[src/rtl/fetch_unit.sv]
// Program-counter sequencer feeding the instruction ROM: increments, redirects,
// stalls and parks on HALT, with a saturating retired-instruction counter.
module fetch_unit #(
  parameter logic [15:0] RESET_PC = 16'd0
) (
  input  logic        clk,
  input  logic        rst_n,
  input  logic        start,
  input  logic        stall,
  input  logic        redirect,
  input  logic [15:0] target,
  input  logic        halt_op,
  output logic [15:0] pc,
  output logic        fetch_valid,
  output logic        halted,
  output logic [15:0] instr_count
);

  typedef enum logic [1:0] {
    IDLE = 2'd0,
    RUN  = 2'd1,
    HALT = 2'd2
  } state_t;

  state_t      state, state_nxt;
  logic [15:0] pc_nxt;
  logic [15:0] count_nxt;
  logic [15:0] count_inc;

  // Saturating increment: the counter sticks at all-ones instead of wrapping.
  assign count_inc = (instr_count == 16'hFFFF) ? instr_count : instr_count + 16'd1;

  // NOTE: sequential state uses non-blocking assignments so every register
  // samples the pre-edge values, independent of statement order.
  always_ff @(posedge clk or negedge rst_n) begin
    if (!rst_n) begin
      state       <= IDLE;
      pc          <= RESET_PC;
      instr_count <= '0;
    end else begin
      state       <= state_nxt;
      pc          <= pc_nxt;
      instr_count <= count_nxt;
    end
  end

  // NOTE: every output of this block is given a hold default before the case,
  // so no path leaves a signal unassigned and no latch is inferred.
  always_comb begin
    state_nxt = state;
    pc_nxt    = pc;
    count_nxt = instr_count;
    unique case (state)
      IDLE: begin
        if (start) state_nxt = RUN;
      end
      RUN: begin
        if (stall) begin
          // Nothing retires; redirect and halt_op wait for an unstalled edge.
        end else if (halt_op) begin
          state_nxt = HALT;
          count_nxt = count_inc;
        end else if (redirect) begin
          // target is only muxed in here, so an X elsewhere never reaches pc.
          pc_nxt    = target;
          count_nxt = count_inc;
        end else begin
          pc_nxt    = pc + 16'd1;
          count_nxt = count_inc;
        end
      end
      HALT: begin
        if (start) begin
          state_nxt = RUN;
          pc_nxt    = RESET_PC;
          count_nxt = '0;
        end
      end
      default: state_nxt = IDLE;
    endcase
  end

  assign fetch_valid = (state == RUN);
  assign halted      = (state == HALT);

endmodule

[config.mk]
export PLATFORM = sky130hd
export DESIGN_NAME = fetch_unit
export DESIGN_NICKNAME = d
export VERILOG_FILES = /design/src/rtl/fetch_unit.sv
export SDC_FILE = /design/constraint.sdc
export NUM_CORES = 1
export LEC_CHECK = 0
export ABC_AREA = 1
export CAP_MARGIN = 15
export CELL_PAD_IN_SITES_DETAIL_PLACEMENT = 1
export CELL_PAD_IN_SITES_GLOBAL_PLACEMENT = 1
export CORE_AREA = 2 2 66 114
export DETAILED_ROUTE_END_ITERATION = 8
export DIE_AREA = 0 0 68 116
export GPL_TIMING_DRIVEN = 0
export PLACE_DENSITY_LB_ADDON = 0.2
export SLEW_MARGIN = 10
export SYNTH_ARGS = -nofsm -noshare
export SYNTH_HDL_FRONTEND = slang
export SYNTH_SLANG_ARGS = --single-unit
[constraint.sdc]
create_clock -name clk -period 1.8 [get_ports clk]
set_input_delay 0.27 -clock clk [delete_from_list [all_inputs] [get_ports clk]]
set_output_delay 0.27 -clock clk [all_outputs]
set_load 0.02 [all_outputs]
# Yosys cells after proc, flatten, opt, wreduce, memory -nomap -nowiden
# Index checks and enable logic that the tools add are counted.
op_classes:
  addsub: 2
  eq_ne: 9
  muxes: 12
  n_reduce_logical: 6
op_table:
  columns: ["cell", "count"]
  rows:
  - ["2-to-1 mux 16 bit", 6]
  - ["one-hot mux 16 bit (2 select lines)", 2]
  - ["adder 16 x 1 -> 16 bit (second input constant)", 2]
  - ["== test 16 bit (second input constant)", 1]
  - ["!= test 2 bit (second input constant)", 5]
  - ["AND reduction 4 bit", 2]
  - ["2-to-1 mux 2 bit", 3]
  - ["one-hot mux 2 bit (2 select lines)", 1]
  - ["AND reduction 3 bit", 1]
  - ["== test 2 x 1 -> 1 bit (second input constant)", 1]
  - ["== test 2 bit (second input constant)", 1]
  - ["zero test 2 bit", 1]
  - ["!= test 2 x 1 -> 1 bit (second input constant)", 1]
  - ["nonzero test 2 bit", 1]
  - ["OR reduction 2 bit", 1]
word_totals:
  reg_bits: 34
  in_bits: 22
  output_inout_bits: 34

# Logic depth before layout (Yosys ltp)
depth:
  depth_word: 5
  ltp_mapped: 10

# Worst setup path before layout
# OpenSTA, ideal clock, no wires.
synth_timing:
  path_type: "reg-to-reg"
  startpoint: "reg instr_count[0]"
  endpoint: "reg instr_count[5]"
  setup_time_ps: 123
  arrival_time_ps: 1545
  t_required_ps: 1677
  setup_slack_ps: 132
  stages_incl_launch_ff: 10
  period_less_slack_ps: 1668
  cell_sequence: "dfrtp_1 ha_1 nand2_2 nor2_4 nand2_2 nor2_2 nand3_2 nand2_2 buf_6 o21ai_2"
synth_between:
  elab_chain_len: 4
  elab_cells_between_ends: 7
  classes_between: "add/sub (1); eq/ne (2); mux (3); reduce/logical (1)"
synth_rtl:
  columns: ["element", "line", "text"]
  rows:
  - ["start, declared", "16", "output logic [15:0] instr_count"]
  - ["start signal, assigned", "43", "instr_count <= count_nxt;"]
  - ["adder 16 x 1 -> 16 bit", "31", "assign count_inc = (instr_count == 16'hFFFF) ? instr_count : instr_count + 16'd1;"]
  - ["2-to-1 mux 16 bit", "31", null]
  - ["2-to-1 mux 16 bit", "58", "if (stall) begin"]
  - ["one-hot mux 16 bit (2 select lines)", "53", "unique case (state)"]
# Several ways; a longest one is shown, not always the timed one. The select of a mux whose other input is x is not followed.
# A chain may end at the register's enable or synchronous reset.

# Worst setup path after layout
layout_timing:
  startpoint: "reg instr_count[10]"
  endpoint: "out instr_count[10]"
# No word-level cell between the ends.

==> implementation parameters <==
Parameter                              Value

Placed design
  Post-detail-place hpwl    5940 um
  Final Wtd Congestion    0.844
  Total of buffers placed on input and output ports    55
  Setup WS pre-CTS    -0.162 ns

Layout
  Diode insertion count for antenna repair    0
  Number of nets in the final layout    437
  Syn-to-layout area delta    35.9%
  Ratio of cells with drive above 1 in the final layout    11.4%
  Reg area    853 sq um
  Filler Cell Count    912
  Area of the multi-input gates    1340 sq um

Floorplan
  Floorplan die area    7890 sq um
  Horizontal die dimension    68 um
  Effective utilization at floorplan    34.3%
  Height of the chip    116 um
  Count of boundary I/O pins    56
  Core area    6910 sq um
  Number of rows created at floorplan    40

Setup path
  Crit Path Class    flop to output pin
  Top cell family by delay on the critical path    buffers and inverters
  Critical-path top delay cell    sky130_fd_sc_hd__clkdlybuf4s50_1
  Cells along the critical path    clkdlybuf4s50_1
  CP required    1.53 ns
  Timing endpoint of the critical path    instr_count[10]
  Source of the critical timing path    instr_count[10]
  Maximum net fanout on the critical path    6
  FF-to-FF setup slack    0.17 ns
  Delay contributed by the slowest stage of the critical path    0.66 ns
  Worst setup SP type    flop
  Endpoint of the most critical register-to-register path    instr_count[5]
  Sort of element at the end of the critical path    output pin
  Buffering stage count on the worst path with inverters included    1
  Worst R2R Path Depth    9
  RR Startpoint    instr_count[1]
  Critical path data arrival time    1.42 ns
  Path length in cells of the critical path    1

GRT
  Final global-route overflow total    0
  Antenna violations before repair    0
  Wire length of the first global-routing pass    13,000 um
  Vias in the first global route    2,699
  Overall global routing resource usage    22.3%
  Maximum number of pins on one net before global-route repair    33

Yosys
  Mean post-synth cell area    6.81 sq um
  Most repeated cell in the gate-level netlist after synthesis    sky130_fd_sc_hd__nand2_1
  Share of flip-flops with an asynchronous set or reset    100%
  Top FF cell, synth    sky130_fd_sc_hd__dfrtp_1
  Syn. warnings    0
  Summed instance area of the synthesized netlist    2370 sq um
  Flip-flop and latch count after synthesis    34
  Top cells by area in the synthesized netlist    sky130_fd_sc_hd__dfrtp_1 36%, sky130_fd_sc_hd__nand2_1 18%, sky130_fd_sc_hd__nor2_1 8.2%, sky130_fd_sc_hd__nand3_1 6.3%, sky130_fd_sc_hd__inv_1 5.2%
  Top cell types by occurrence after synthesis    114 x sky130_fd_sc_hd__nand2_1, 52 x sky130_fd_sc_hd__nor2_1, 34 x sky130_fd_sc_hd__dfrtp_1, 33 x sky130_fd_sc_hd__inv_1, 30 x sky130_fd_sc_hd__nand3_1
  Cell variety after synth    27
  Largest area contributor in the synthesized netlist    sky130_fd_sc_hd__dfrtp_1
  Proportion of synthesized chip area in sequential cells    35.9%
  Number of cells produced by synthesis    348
  Share of Yosys cell area claimed by the top area cell type    35.9%
  Number of enable-type register cells in the synthesized netlist    0
  Net count of the mapped netlist    372

CTS
  Sink count of the clock tree    34
  Clock-pin slew of the registers on the worst-case setup and hold paths    0.06 ns
  Clock latency of the later-clocked register in the worst-skew pair    0.28 ns
  Root buf cell    sky130_fd_sc_hd__clkbuf_16
  Number of clock buffers inserted by TritonCTS    5
  CTS tree    done
  Largest buffer count on any clock path    2
  H-tree lvl count    2

STA
  Transition time of the tightest slew-check pin    0.534 ns
  Final Max Slew Viols    0
  Worst clock skew    0.00384 ns
  Worst Setup Slack, final    0.106 ns
  Final setup viols    0
  RSZ-0062 raised after global routing    yes
  Slew HR    64.4%
  Tmin final    1.69 ns
  Maximum achievable frequency    0.590 GHz
  Count of endpoints failing hold in the final timing report    0
  Final clock period utilization by the worst path    94.1%

Detailed routing
  Wire length on met3    258 um
  Met1 wire length    2900 um
  Iter 0 DRT Violations    91
  DRC violations left    0
  Antenna violation net count after detailed routing    0
  Total wire length    7870 um
  Top routing layer in use    met4
  Number of detailed-routing iterations run before antenna repair    4
  Average detailed-routed wire length per instance    15.8 um
  Vias    2,521
  Detail-routed via count per cell    5.06
  Met2 Routed Length    4400 um

Power
  Int Power    0.00237 W
  Largest vdd supply drop    0.000689 V
  Part of the power in the clock network    21.2%
  Relative contribution of combinational cells to total power    47.9%
  Total power    0.00422 W
  Switching Share    43.8%
  Power density of the placed cells    1310 nW/um^2
  Leakage power total    1.45 nW
  Net Sw Power    0.00185 W
  Proportion of power drawn by flip-flops and latches    30.8%

Job
  Max-capacitance violation count    0

Outcome
  Run status    finished, final reports clean

Worst hold path
  Type of the worst min-delay path    primary input to async pin
final cells by class:
cell class                      instances  area share, %
Sequential cell                        34           26.5
Multi-Input combinational cell        271           41.7
Timing Repair Buffer                   58           18.0
Inverter                               35           4.08
Clock inverter                          1          0.155
Tap cell                               84           3.26
Clock buffer                            7           4.43
Buffer                                  8           1.87
through the flow:
| stage | setup TNS, ns | util (%) | cell area [sq um] | hold slack (ns) | instances |
|---|---|---|---|---|---|
| finish | 0 | 46.6 | 3220 | 0.326 | 498 |
| global route | -0.0137 | 46.6 | 3220 | 0.352 | 498 |
| CTS | 0 | 46.3 | 3200 | 0.318 | 497 |
| detailed placement | -1.66 | 44.0 | 3040 | 0.0804 | 488 |
| global placement | -15.84 | 43.8 | 3020 | 0.519 | 487 |
| floorplan | 0 | - | 2370 | -0.0256 | 348 |
kinds of logic (layout without fill, tap and decap cells):
logic type,Yosys count,after routing,share of synthesized area [%]
AO/OA/AOI/OAI,37,37,10.9
multiplexers,2,2,0.845
XOR/XNOR,7,7,2.59
flip-flops,34,34,35.9
adder cells (fa/ha/maj),2,2,1.06
AND/OR/NAND/NOR,223,223,40.6
buffers and inverters,43,109,8.08
placed cells by master (no fill, tap or decap), drive strengths merged:
master / Yosys / final
buf: 4 / 7
clkbuf: 4 / 11
clkdlybuf4s50: 0 / 52
clkinv: 0 / 1
dfrtp: 34 / 34
dlygate4sd2: 0 / 2
dlygate4sd3: 0 / 1
ha: 2 / 2
inv: 35 / 35
mux2i: 2 / 2
nand2: 119 / 119
nand3: 31 / 31
nand3b: 4 / 4
nand4: 8 / 8
nor2: 56 / 56
nor3: 3 / 3
o211ai: 1 / 1
o21ai: 33 / 33
o21bai: 2 / 2
o22ai: 1 / 1
or2: 2 / 2
xnor2: 1 / 1
xor2: 6 / 6
layer usage:
metal  global-route usage [%]  vias to the layer above
li1                         -                     1243
met1                     22.2                     1194
met2                     43.0                       64
met3                     3.40                       20
met4                     10.1                        0
met5                        0                        -
worst min-delay path by stage:
stage | from | to | cells after the start
CTS | rst_n | pc[7] | 2
global route | rst_n | pc[7] | 2
global placement | pc[15] | pc[15] | 2
finish | rst_n | pc[7] | 2
detailed placement | rst_n | pc[7] | 1
floorplan | rst_n | instr_count[0] | 0
power by group through the flow:
stage	combinational (W)	clock (W)	sequential, W
finish	0.00202	0.000896	0.00130
global route	0.00223	0.000933	0.00134
CTS	0.00201	0.000910	0.00131
detailed placement	0.00201	0	0.00131
global placement	0.00197	0	0.00130
floorplan	0.00101	0	0.00145
repair_timing:
item                                   4_1_cts  5_1_grt
setup buffers                                0        1
setup endpoints to repair                   18       18
hold buffers                                 1        0
gates resized for setup                      3        4
endpoints found under the hold margin       34        0
flip-flops by register name (all words and copies together) (netlist names):
| name | flops |
|---|---|
| pc | 16 |
| instr_count | 16 |
| state | 2 |
No activity file was read; power rests on OpenSTA's default activity.
